===== config.mk =====
export PLATFORM = sky130hd
export DESIGN_NAME = stopwatch_ctrl_flat
export DESIGN_NICKNAME = d
export VERILOG_FILES = /design/src/rtl/stopwatch_ctrl_if.sv /design/src/rtl/stopwatch_ctrl.sv /design/src/flat_wrapper.sv
export SDC_FILE = /design/constraint.sdc
export NUM_CORES = 1
export LEC_CHECK = 0
export BUFFER_PORTS_ARGS = -buffer_cell sky130_fd_sc_hd__buf_2
export CORE_ASPECT_RATIO = 1.4
export CORE_MARGIN = 4
export CORE_UTILIZATION = 50
export DETAILED_ROUTE_END_ITERATION = 8
export PLACE_DENSITY = 0.67
export SKIP_LAST_GASP = 1
export SLEW_MARGIN = 20
export SYNTH_ARGS = -nofsm -noshare
export SYNTH_HDL_FRONTEND = slang
export SYNTH_SLANG_ARGS = --single-unit

===== constraint.sdc =====
create_clock -name clk -period 2.45 [get_ports clk]
set_input_delay 0.245 -clock clk [delete_from_list [all_inputs] [get_ports clk]]
set_output_delay 0.245 -clock clk [all_outputs]
set_load 0.05 [all_outputs]

===== src/rtl/stopwatch_ctrl_if.sv =====
// stopwatch_ctrl_if: button pulses in, counter control / set-mode load bus out.
// master = stopwatch_ctrl, slave = button conditioning + digit counter side.
interface stopwatch_ctrl_if;
    logic       btn_start;
    logic       btn_lap;
    logic       btn_mode;
    logic       btn_inc;
    logic       count_en;
    logic       clear;
    logic       load;
    logic [2:0] load_sel;
    logic [3:0] set_tens;
    logic [3:0] set_ones;
    logic       lap_hold;
    logic       running;
    logic [2:0] state;

    modport master (
        input  btn_start, btn_lap, btn_mode, btn_inc,
        output count_en, clear, load, load_sel, set_tens, set_ones,
               lap_hold, running, state
    );

    modport slave (
        output btn_start, btn_lap, btn_mode, btn_inc,
        input  count_en, clear, load, load_sel, set_tens, set_ones,
               lap_hold, running, state
    );
endinterface


===== src/rtl/stopwatch_ctrl.sv =====
// stopwatch_ctrl: run/pause/clear sequencer, count-tick prescaler and
// set-mode load driver for the stopwatch digit counters.
// Optional feature macro: STOPWATCH_LAP_EN (lap_hold toggle while running).
module stopwatch_ctrl #(
    parameter int unsigned TICK_DIV = 100000000
) (
    input  logic              clk,
    input  logic              reset,
    stopwatch_ctrl_if.master  bus
);

    localparam int unsigned CNT_W = (TICK_DIV > 1) ? $clog2(TICK_DIV) : 1;
    localparam logic [CNT_W-1:0] CNT_MAX = CNT_W'(TICK_DIV - 1);

    typedef enum logic [2:0] {
        IDLE     = 3'd0,
        RUN      = 3'd1,
        PAUSE    = 3'd2,
        SET_HOUR = 3'd3,
        SET_MIN  = 3'd4,
        SET_SEC  = 3'd5
    } state_t;

    state_t           state_q;
    logic [CNT_W-1:0] cnt_q;
    logic             count_en_q;
    logic             clear_q;
    logic             load_q;
    logic [2:0]       load_sel_q;
    logic [3:0]       tens_q;
    logic [3:0]       ones_q;
    logic             lap_hold_q;
    logic             running_q;

    logic mode_p, start_p, lap_p, inc_p;
    logic [3:0] base_tens, base_ones, inc_tens, inc_ones;
    logic [3:0] max_tens, max_ones;
    logic [2:0] field_sel;
    state_t     field_next;

    // Resolve same-cycle buttons: mode > start > lap > inc.
    assign mode_p  = bus.btn_mode;
    assign start_p = bus.btn_start & ~bus.btn_mode;
    assign lap_p   = bus.btn_lap & ~bus.btn_mode & ~bus.btn_start;
    assign inc_p   = bus.btn_inc & ~bus.btn_mode & ~bus.btn_start & ~bus.btn_lap;

    // BCD increment of the field being set; a field just entered (load cycle) restarts from 00.
    always_comb begin
        base_tens  = load_q ? 4'd0 : tens_q;
        base_ones  = load_q ? 4'd0 : ones_q;
        max_tens   = (state_q == SET_HOUR) ? 4'd2 : 4'd5;
        max_ones   = (state_q == SET_HOUR) ? 4'd3 : 4'd9;
        inc_tens   = base_tens;
        inc_ones   = base_ones + 4'd1;
        if (base_tens == max_tens && base_ones == max_ones) begin
            inc_tens = 4'd0;
            inc_ones = 4'd0;
        end else if (base_ones == 4'd9) begin
            inc_tens = base_tens + 4'd1;
            inc_ones = 4'd0;
        end
        field_sel  = 3'b000;
        field_next = IDLE;
        case (state_q)
            SET_HOUR: begin field_sel = 3'b100; field_next = SET_MIN; end
            SET_MIN:  begin field_sel = 3'b010; field_next = SET_SEC; end
            SET_SEC:  begin field_sel = 3'b001; field_next = IDLE;    end
            default:  ;
        endcase
    end

    // Sequencer FSM with prescaler and all registered outputs.
    always_ff @(posedge clk) begin
        if (reset) begin
            state_q    <= IDLE;
            cnt_q      <= '0;
            count_en_q <= 1'b0;
            clear_q    <= 1'b0;
            load_q     <= 1'b0;
            load_sel_q <= 3'b000;
            tens_q     <= 4'd0;
            ones_q     <= 4'd0;
            lap_hold_q <= 1'b0;
            running_q  <= 1'b0;
        end else begin
            count_en_q <= 1'b0;
            clear_q    <= 1'b0;
            load_q     <= 1'b0;
            load_sel_q <= 3'b000;
            case (state_q)
                IDLE: begin
                    cnt_q      <= '0;
                    tens_q     <= 4'd0;
                    ones_q     <= 4'd0;
                    lap_hold_q <= 1'b0;
                    running_q  <= 1'b0;
                    if (mode_p) begin
                        state_q <= SET_HOUR;
                    end else if (start_p) begin
                        state_q   <= RUN;
                        running_q <= 1'b1;
                    end else if (lap_p) begin
                        clear_q <= 1'b1;
                    end
                end
                RUN: begin
                    running_q  <= 1'b1;
                    cnt_q      <= (cnt_q == CNT_MAX) ? '0 : cnt_q + CNT_W'(1);
                    count_en_q <= (cnt_q == CNT_MAX);
                    if (start_p) begin
                        state_q   <= PAUSE;
                        running_q <= 1'b0;
                    end else if (lap_p) begin
`ifdef STOPWATCH_LAP_EN
                        lap_hold_q <= ~lap_hold_q;
`else
                        lap_hold_q <= 1'b0;
`endif
                    end
                end
                PAUSE: begin
                    running_q <= 1'b0;
                    if (mode_p) begin
                        state_q    <= SET_HOUR;
                        cnt_q      <= '0;
                        lap_hold_q <= 1'b0;
                    end else if (start_p) begin
                        state_q   <= RUN;
                        running_q <= 1'b1;
                    end else if (lap_p) begin
                        state_q    <= IDLE;
                        clear_q    <= 1'b1;
                        cnt_q      <= '0;
                        lap_hold_q <= 1'b0;
                    end
                end
                SET_HOUR, SET_MIN, SET_SEC: begin
                    cnt_q      <= '0;
                    lap_hold_q <= 1'b0;
                    running_q  <= 1'b0;
                    if (mode_p) begin
                        load_q     <= 1'b1;
                        load_sel_q <= field_sel;
                        tens_q     <= base_tens;
                        ones_q     <= base_ones;
                        state_q    <= field_next;
                    end else if (start_p) begin
                        state_q <= IDLE;
                        tens_q  <= 4'd0;
                        ones_q  <= 4'd0;
                    end else if (inc_p) begin
                        tens_q <= inc_tens;
                        ones_q <= inc_ones;
                    end else begin
                        tens_q <= base_tens;
                        ones_q <= base_ones;
                    end
                end
                default: begin
                    state_q <= IDLE;
                end
            endcase
        end
    end

    assign bus.count_en = count_en_q;
    assign bus.clear    = clear_q;
    assign bus.load     = load_q;
    assign bus.load_sel = load_sel_q;
    assign bus.set_tens = tens_q;
    assign bus.set_ones = ones_q;
    assign bus.lap_hold = lap_hold_q;
    assign bus.running  = running_q;
    assign bus.state    = state_q;

endmodule


===== src/flat_wrapper.sv =====
// flat-port wrapper written by rule: the top's interface ports become plain ports
module stopwatch_ctrl_flat 
#(
    parameter int unsigned TICK_DIV = 100000000
)
  (clk, reset, bus_btn_start, bus_btn_lap, bus_btn_mode, bus_btn_inc, bus_count_en, bus_clear, bus_load, bus_load_sel, bus_set_tens, bus_set_ones, bus_lap_hold, bus_running, bus_state);
  stopwatch_ctrl_if bus_i ();
  input  logic clk;
  input  logic reset;
  input wire logic [$bits(bus_i.btn_start)-1:0] bus_btn_start;
  input wire logic [$bits(bus_i.btn_lap)-1:0] bus_btn_lap;
  input wire logic [$bits(bus_i.btn_mode)-1:0] bus_btn_mode;
  input wire logic [$bits(bus_i.btn_inc)-1:0] bus_btn_inc;
  output wire logic [$bits(bus_i.count_en)-1:0] bus_count_en;
  output wire logic [$bits(bus_i.clear)-1:0] bus_clear;
  output wire logic [$bits(bus_i.load)-1:0] bus_load;
  output wire logic [$bits(bus_i.load_sel)-1:0] bus_load_sel;
  output wire logic [$bits(bus_i.set_tens)-1:0] bus_set_tens;
  output wire logic [$bits(bus_i.set_ones)-1:0] bus_set_ones;
  output wire logic [$bits(bus_i.lap_hold)-1:0] bus_lap_hold;
  output wire logic [$bits(bus_i.running)-1:0] bus_running;
  output wire logic [$bits(bus_i.state)-1:0] bus_state;
  assign bus_i.btn_start = bus_btn_start;
  assign bus_i.btn_lap = bus_btn_lap;
  assign bus_i.btn_mode = bus_btn_mode;
  assign bus_i.btn_inc = bus_btn_inc;
  assign bus_count_en = bus_i.count_en;
  assign bus_clear = bus_i.clear;
  assign bus_load = bus_i.load;
  assign bus_load_sel = bus_i.load_sel;
  assign bus_set_tens = bus_i.set_tens;
  assign bus_set_ones = bus_i.set_ones;
  assign bus_lap_hold = bus_i.lap_hold;
  assign bus_running = bus_i.running;
  assign bus_state = bus_i.state;
  stopwatch_ctrl #(.TICK_DIV(TICK_DIV)) u_core (.clk(clk), .reset(reset), .bus(bus_i));
endmodule

; Yosys cells after proc, flatten, opt, wreduce, memory -nomap -nowiden
; Index checks and enable logic that the tools add are counted.
[word_totals]
regBits = 46
input_bits = 6
output_inout_bits = 19
word_cells = 96
[classes]
n_addsub = 3
n_eq_ne = 15
muxes = 42
bitwise_logic = 12
n_reduce_logical = 14
[op_table]
columns = operator, count
row1 = 2-to-1 mux 27 bit, 4
row2 = case mux 27 bit (3 select lines), 1
row3 = 2-to-1 mux 4 bit, 13
row4 = adder 27 x 1 -> 27 bit (second input constant), 1
row5 = equality test 27 bit (second input constant), 1
row6 = 2-to-1 mux 3 bit, 9
row7 = case mux 4 bit (2 select lines), 2
row8 = case mux 3 bit (4 select lines), 1
row9 = inequality test 3 x 2 -> 1 bit (second input constant), 3
row10 = case mux 3 bit (3 select lines), 1
row11 = adder 4 x 1 -> 4 bit (second input constant), 2
row12 = equality test 4 bit, 2
row13 = 2-to-1 mux 1 bit, 8
row14 = OR reduction 4 bit, 2
row15 = AND 1 bit, 6
row16 = equality test 3 x 2 -> 1 bit (second input constant), 2
row17 = equality test 3 bit (second input constant), 2
row18 = NOT 1 bit, 6
row19 = case mux 1 bit (3 select lines), 2
row20 = case mux 3 bit (2 select lines), 1
row21 = nonzero test 3 bit, 2
row22 = OR reduction 2 bit, 3
row23 = OR reduction 3 bit, 2
row24 = equality test 4 bit (second input constant), 1
row25 = other kinds (9), 9

; Longest topological paths before layout
; Gate-level depths: netlist of the first run.
[logic_depth]
word_depth = 9
depth_mapped = 8
mapped_depth_nobuf = 6

; Least setup slack after synthesis of the first run
; No wires, ideal clock.
[synth_path]
path_type = register -> register
start = register u_core.state_q[0] (netlist: u_core.bus.state[0])
end = register u_core.cnt_q[16]
setup_ps = 70
arrival_ps = 2218
t_required_ps = 2380
path_slack_ps = 162
path_stages_with_launch = 7
path_buffers = 1
synth_period_minus_slack_ps = 2288
cell_sequence = dfxtp_1 > clkbuf_1 > nor2_1 > a21o_1 > a2111o_1 > or4b_1 > a21oi_1
[synth_via]
elab_chain_cells = 4
word_cells_on_any_way = 12
cone_classes = eq/ne (7) / mux (1) / reduce/logical (4)
[synth_lines]
columns = item, line_no
row1 = from (decl), stopwatch_ctrl.sv:24  ; state_t state_q;
row2 = from (signal assigned), stopwatch_ctrl.sv:146  ; state_q <= field_next;
row3 = "equality test 3 bit, or another cell as far along", stopwatch_ctrl.sv:90  ; case (state_q)
row4 = OR reduction 4 bit (no line), -
row5 = nonzero test 3 bit (no line), -
row6 = AND reduction 3 bit (no line), -
row7 = to (signal assigned), stopwatch_ctrl.sv:108  ; cnt_q <= (cnt_q == CNT_MAX) ? '0 : cnt_q + CNT_W'(1);
row8 = to (decl), stopwatch_ctrl.sv:25  ; logic [CNT_W-1:0] cnt_q;
; Several ways; a longest one is shown, not always the timed one.
; A chain may end at the register's enable or synchronous reset.

; Final worst setup path of the first run
[layout_path]
start = register u_core.cnt_q[5]
end = register u_core.cnt_q[26]
[layout_via]
elab_chain_cells = 3
word_cells_on_any_way = 4
cone_classes = add/sub (1) / eq/ne (1) / mux (2)
[layout_lines]
columns = item, line_no
row1 = adder 27 x 1 -> 27 bit or equality test 27 bit (tied branches), stopwatch_ctrl.sv:108
row2 = 2-to-1 mux 27 bit *, stopwatch_ctrl.sv:108
row3 = case mux 27 bit (3 select lines) *, stopwatch_ctrl.sv:90
; Mark *: on every way between the ends. The rest lies on a longest branch, timed or not.

==> results of run 1 <==
kinds of logic after synthesis:
group | Yosys count | share of synthesized area
and+or+nand+nor | 136 | 0.308
AOI/OAI and AO/OA | 81 | 0.203
DFF | 46 | 0.358
buffers and inverters | 30 | 0.0584
xor gates and xnor gates | 14 | 0.0477
adders and majority gates | 3 | 0.0146
muxes | 2 | 0.0102
worst min path at each step:
stage                                   start             endpoint  slack (ns)  depth (start not counted)
after floorplan                   bus_btn_lap     u_core.bus.clear        0.39                          2
after global placement    u_core.bus.lap_hold  u_core.bus.lap_hold        0.45                          2
after detailed placement  u_core.bus.lap_hold  u_core.bus.lap_hold        0.46                          2
after CTS                         bus_btn_lap     u_core.bus.clear        0.25                          3
after global routing              bus_btn_lap     u_core.bus.clear        0.28                          3
final                             bus_btn_lap     u_core.bus.clear        0.27                          3
layer usage:
metal,part of all wire,vias to the layer above,routed length (um)
li1,-,1200,-
met5,0,-,0
met3,0.032,11,194
met4,0.023,0,144
met1,0.40,1122,2470
met2,0.54,40,3340
registers in the layout, summed over array words and instances, names as in the netlist:
name / flops
u_core.bus.load: 1
u_core.bus.lap_hold: 1
u_core.bus.clear: 1
u_core.bus.running: 1
u_core.cnt_q: 27
u_core.bus.set_tens: 4
u_core.bus.count_en: 1
u_core.bus.load_sel: 3
u_core.bus.set_ones: 4
u_core.bus.state: 3
per-stage QoR:
step	utilization	worst slack, ns	hold WS (ns)	instance area, um2	total power [W]
floorplan	-	0.162	0.388	2570	0.000907
global placement	0.555	0.319	0.451	2730	0.000951
detailed placement	0.555	0.309	0.455	2730	0.000951
CTS	0.577	0.325	0.255	2840	0.00151
global route	0.577	0.182	0.276	2840	0.00155
finish	0.577	0.312	0.270	2840	0.00149
area by class of cell:
| cell class | count | area, um2 |
|---|---|---|
| tap | 64 | 80.1 |
| sequential | 46 | 921 |
| clock inverter | 3 | 40.0 |
| clock buffer | 5 | 68.8 |
| multi-input combinational | 236 | 1500 |
| inverter | 11 | 41.3 |
| fill | 467 | 2080 |
| timing repair buffer | 33 | 188 |
worst register-to-register path, stage by stage (launching register included):
cell and delay [ns]:
dfxtp_1 0.39, and3_1 0.29, nand3_2 0.16, or4_4 0.59
or4_1 0.52, a21oi_1 0.14
cells in the mapped netlist, types with 7 or more instances:
master | instances | area share
a211oi_1 | 7 | 0.020
a21oi_1 | 27 | 0.053
and3_1 | 8 | 0.019
clkbuf_1 | 7 | 0.010
dfxtp_1 | 46 | 0.36
inv_1 | 11 | 0.016
nand2_1 | 16 | 0.023
nand3_1 | 17 | 0.033
nand4_1 | 7 | 0.017
nor2_1 | 27 | 0.039
nor2b_1 | 9 | 0.022
nor3_1 | 9 | 0.018
o21ai_0 | 14 | 0.027
o31ai_1 | 13 | 0.038
or4_1 | 11 | 0.032
xnor2_1 | 12 | 0.041
power breakdown:
group	total [W]	internal, W	switching [W]
Clock	0.000557	0.000300	0.000257
Sequential	0.000767	0.000755	0.0000114
Combinational	0.000168	0.0000534	0.000115
==> results_dict.tcl, run 1 <==
set metrics [dict create \
    grt_busiest_layer "met2" \
    hpwl_um 4540 \
    syn_area_per_cell_um2 8.24 \
    power_leakage_nw 0.956 \
    dieArea_mm2 0.00637 \
    cts_setup_buffers 0 \
    r2r_cells 5 \
    synth_edf_count 0 \
    startpoint_type "register" \
    cap_violations 0 \
    ant_nets 0 \
    timing.critical_path.buf_inv 0 \
    nets 342 \
    startpoint "u_core.cnt_q[5]" \
    grt_antenna_before_repair 0 \
    worstReg2RegStart "u_core.cnt_q[5]" \
    cts_tree "built" \
    cp_top_family "simple AND/OR/NAND/NOR gates" \
    ys.flop_type "dfxtp_1" \
    finalSetupViolCount 0 \
    die_w_um 68.6 \
    skew_ns 0.0102 \
    viasPerCell 5.96 \
    period_minus_slack_ns 2.14 \
    ys_ff_latch 46 \
    n_antenna_cell 0 \
    timing.rr.end "u_core.cnt_q[26]" \
    wirelength_um 6150 \
    max_freq_mhz 468 \
    met2_usage 0.379 \
    cts_buffers 5 \
    ys_seq_area_frac 0.358 \
    crit_arrival_ns 2.39 \
    cpMaxStageDelayCell "or4_4" \
    gp_congestion 0.829 \
    synthCells 312 \
    rsz0062_at_grt "false" \
    drtIter0Drc 111 \
    cp_max_fo 14 \
    max_slew_margin 0.536 \
    clk_pin_slew_ns 0.09 \
    clock_sinks 46 \
    gr-usage-met3 0.0291 \
    crit_chain "and3_1 -> nand3_2 -> or4_4 -> or4_1 -> a21oi_1" \
    core_mm2 0.00492 \
    htreeDepth 2 \
    slew_violations 0 \
    setup_tns_ns 0 \
    ctsHoldBuffers 0 \
    hp-class "input port to register" \
    grt.total_usage 0.210 \
    ys_types 55 \
    io_buffers 24 \
    cts_resized 0 \
    worst-path-stages 5 \
    hold_violations 0 \
    fin_cells 398 \
    cp-end-kind "register" \
    ios 25 \
    worstPathRequired_ns 2.70 \
    status "finished, final reports clean" \
    global_route.usage.met1 0.230 \
    grt_pass1_wl_um 10300 \
    vias 2373 \
    layout_common_cells "46 x dfxtp_1, 27 x nor2_1, 27 x a21oi_1, 24 x buf_2, 17 x nand3_1" \
    ff2ff_setup_slack_ns 0.31 \
    syn-cell-area_mm2 0.00257 \
    remaining_drc_errors 0 \
    peakVddDrop_uv 394 \
    gr-total-overflow 0 \
    num_rows 30 \
    post-route-period-util 0.873 \
    ys_warn_count 0 \
    drive_above_1_share 0.147 \
    dp_cells 390 \
    powerDensity_mw_per_mm2 526 \
    clkLatencyLatePin_ns 0.31 \
    synth_fp_nets 321 \
    start_util 0.523 \
    firstDrtPassIters 4 \
    cts_buffer_depth 2 \
    critPathKind "register to register" \
    async_flop_share 0 \
    critPathMaxStageDelay_ns 0.59 \
    root_buffer "clkbuf_8" \
    routedWlPerCell_um 15.4 \
    critPathCapture "u_core.cnt_q[26]" \
    die_y_um 92.8 \
    syn2layout_area_growth_pct 10.4 \
    final_common_cell "dfxtp_1" \
    first_global_vias 2243 \
    worst-slew-pin-transition_ns 0.690 \
    grt_max_degree 28 \
]
Power figures use the tool's default switching activity.
==> inputs of run 2 (changes only) <==
==> constraint.sdc (replaced) <==
create_clock -name clk -period 2.25 [get_ports clk]
set_input_delay 0.225 -clock clk [delete_from_list [all_inputs] [get_ports clk]]
set_output_delay 0.225 -clock clk [all_outputs]
set_load 0.05 [all_outputs]
==> run 2 against run 1 <==
- via count is 3.0% higher
- sequential cell count stayed put
- clock skew is 0.0012 ns higher
- fmax is 1.7% higher
- cell count is 3.0% higher
- global-route usage is 0.74 points higher
- core utilization is 2.1 points higher
- hold slack worse by 0.023 ns
- critical path type unchanged
- register-to-register slack worse by 0.17 ns
- final area is 3.7% higher
==> results_dict.tcl, run 2 (synthesis results as in run 1) <==
set metrics [dict create \
    status "finished, final reports clean" \
    worstPathRequired_ns 2.49 \
    ff2ff_setup_slack_ns 0.15 \
    syn2layout_area_growth_pct 14.5 \
    cts_buffer_depth 2 \
    remaining_drc_errors 0 \
    p_switching_w 0.000420 \
    post-route-period-util 0.935 \
    cp_top_family "simple AND/OR/NAND/NOR gates" \
    worstReg2RegStart "u_core.cnt_q[15]" \
    die_y_um 92.8 \
    start_util 0.523 \
    p_int_w 0.00125 \
    routedWlPerCell_um 15.6 \
    hpwl_um 4830 \
    gp_congestion 0.831 \
    timing.rr.end "u_core.cnt_q[26]" \
    first_global_vias 2335 \
    root_buffer "clkbuf_8" \
    clock_sinks 46 \
    nets 355 \
    r2r_cells 5 \
    viasPerCell 5.96 \
    largest_register_ffs 27 \
    seq_power_share 0.500 \
    slew_violations 0 \
    io_buffers 24 \
    rsz0062_at_grt "false" \
    dieArea_mm2 0.00637 \
    critPathMaxStageDelay_ns 0.61 \
    cts_buffers 5 \
    top_register "u_core.cnt_q" \
    grt_max_degree 21 \
    hp-class "input port to register" \
    finalSetupViolCount 0 \
    combinationalPowerShare 0.120 \
    grt_pass1_wl_um 10700 \
    max_slew_margin 0.635 \
    grt_antenna_before_repair 0 \
    ant_nets 0 \
    ios 25 \
    final_common_cell "dfxtp_1" \
    startpoint_type "register" \
    cpMaxStageDelayCell "or4_4" \
    power_leakage_nw 1.02 \
    peakVddDrop_uv 508 \
    hold_violations 0 \
    min-delay-start "bus_btn_lap" \
    fillers 466 \
    crit_chain "and4_1 -> nand3_1 -> or4_4 -> or4_1 -> a21oi_1" \
    max_freq_mhz 475 \
    period_minus_slack_ns 2.10 \
    clkLatencyLatePin_ns 0.30 \
    fin_cells 410 \
    powerDensity_mw_per_mm2 567 \
    core_mm2 0.00492 \
    wirelength_um 6400 \
    gr-total-overflow 0 \
    clk_pin_slew_ns 0.09 \
    cts_tree "built" \
    setup_tns_ns 0 \
    whs_endpoint "u_core.bus.clear" \
    drive_above_1_share 0.182 \
    grt.total_usage 0.217 \
    drtIter0Drc 138 \
    htreeDepth 2 \
    vias 2445 \
    hold_path_depth 3 \
    dp_cells 403 \
    timing.critical_path.buf_inv 0 \
    crit_arrival_ns 2.34 \
    die_w_um 68.6 \
    worst-slew-pin-transition_ns 0.542 \
    cap_violations 0 \
    skew_ns 0.0114 \
    firstDrtPassIters 4 \
    startpoint "u_core.cnt_q[15]" \
    layout_common_cells "45 x dfxtp_1, 27 x nor2_1, 27 x a21oi_1, 24 x buf_2, 22 x buf_4" \
    num_rows 30 \
    critPathKind "register to register" \
    n_antenna_cell 0 \
    cp-end-kind "register" \
    power_frac_clock 0.380 \
    cp_max_fo 14 \
    swShare 0.252 \
]
==> run 2: per-layer routing <==
layer | part of all wire | wire [um] | GRT usage
met5 | 0 | 0 | 0
met4 | 0.038 | 240 | 0.108
met3 | 0.034 | 217 | 0.0303
met2 | 0.52 | 3320 | 0.390
met1 | 0.41 | 2620 | 0.236
==> run 2: metrics by stage <==
| step | hold slack [ns] | setup WS [ns] | cell area [um2] | utilization | power [W] |
|---|---|---|---|---|---|
| floorplan | 0.368 | 0.0624 | 2570 | - | 0.000988 |
| global placement | 0.450 | 0.204 | 2830 | 0.575 | 0.00105 |
| detailed placement | 0.454 | 0.118 | 2830 | 0.575 | 0.00105 |
| CTS | 0.240 | 0.135 | 2940 | 0.598 | 0.00168 |
| global route | 0.261 | 0.00467 | 2940 | 0.598 | 0.00174 |
| finish | 0.248 | 0.146 | 2940 | 0.598 | 0.00167 |
==> run 2: layout make-up <==
type	count	area [um2]	area share
Timing Repair Buffer	46	285	0.0970
Inverter	11	41.3	0.0140
Clock inverter	1	30.0	0.0102
Clock buffer	6	82.6	0.0281
Tap cell	64	80.1	0.0272
Multi-Input combinational cell	236	1500	0.510
Sequential cell	46	922	0.313
==> run 2: power groups by stage <==
stage / Clock (W) / Sequential (W) / Combinational, W
floorplan: 0 / 0.000873 / 0.000116
global placement: 0 / 0.000853 / 0.000197
detailed placement: 0 / 0.000853 / 0.000198
CTS: 0.000651 / 0.000834 / 0.000199
global route: 0.000682 / 0.000836 / 0.000220
finish: 0.000634 / 0.000834 / 0.000200
==> run 2: what timing repair did <==
| item | 4_1_cts | 5_1_grt |
|---|---|---|
| setup endpoints to repair | 0 | 19 |
| buffers inserted | 0 | 0 |
| hold buffers | 0 | 0 |
| gates resized for setup | 0 | 1 |
==> run 2: worst max-delay path by stage <==
stage	cells after the start	slack, ns	end
finish	5	0.15	u_core.cnt_q[26]
global route	5	0.005	u_core.cnt_q[26]
CTS	5	0.14	u_core.cnt_q[26]
detailed placement	5	0.12	u_core.cnt_q[26]
global placement	6	0.20	u_core.bus.set_tens[1]
floorplan	5	0.06	u_core.bus.set_tens[1]
==> run 2: tightest hold or removal path: stages <==
cell and delay, ns:
buf_2 0.13, nand2_1 0.10, nor4_1 0.05
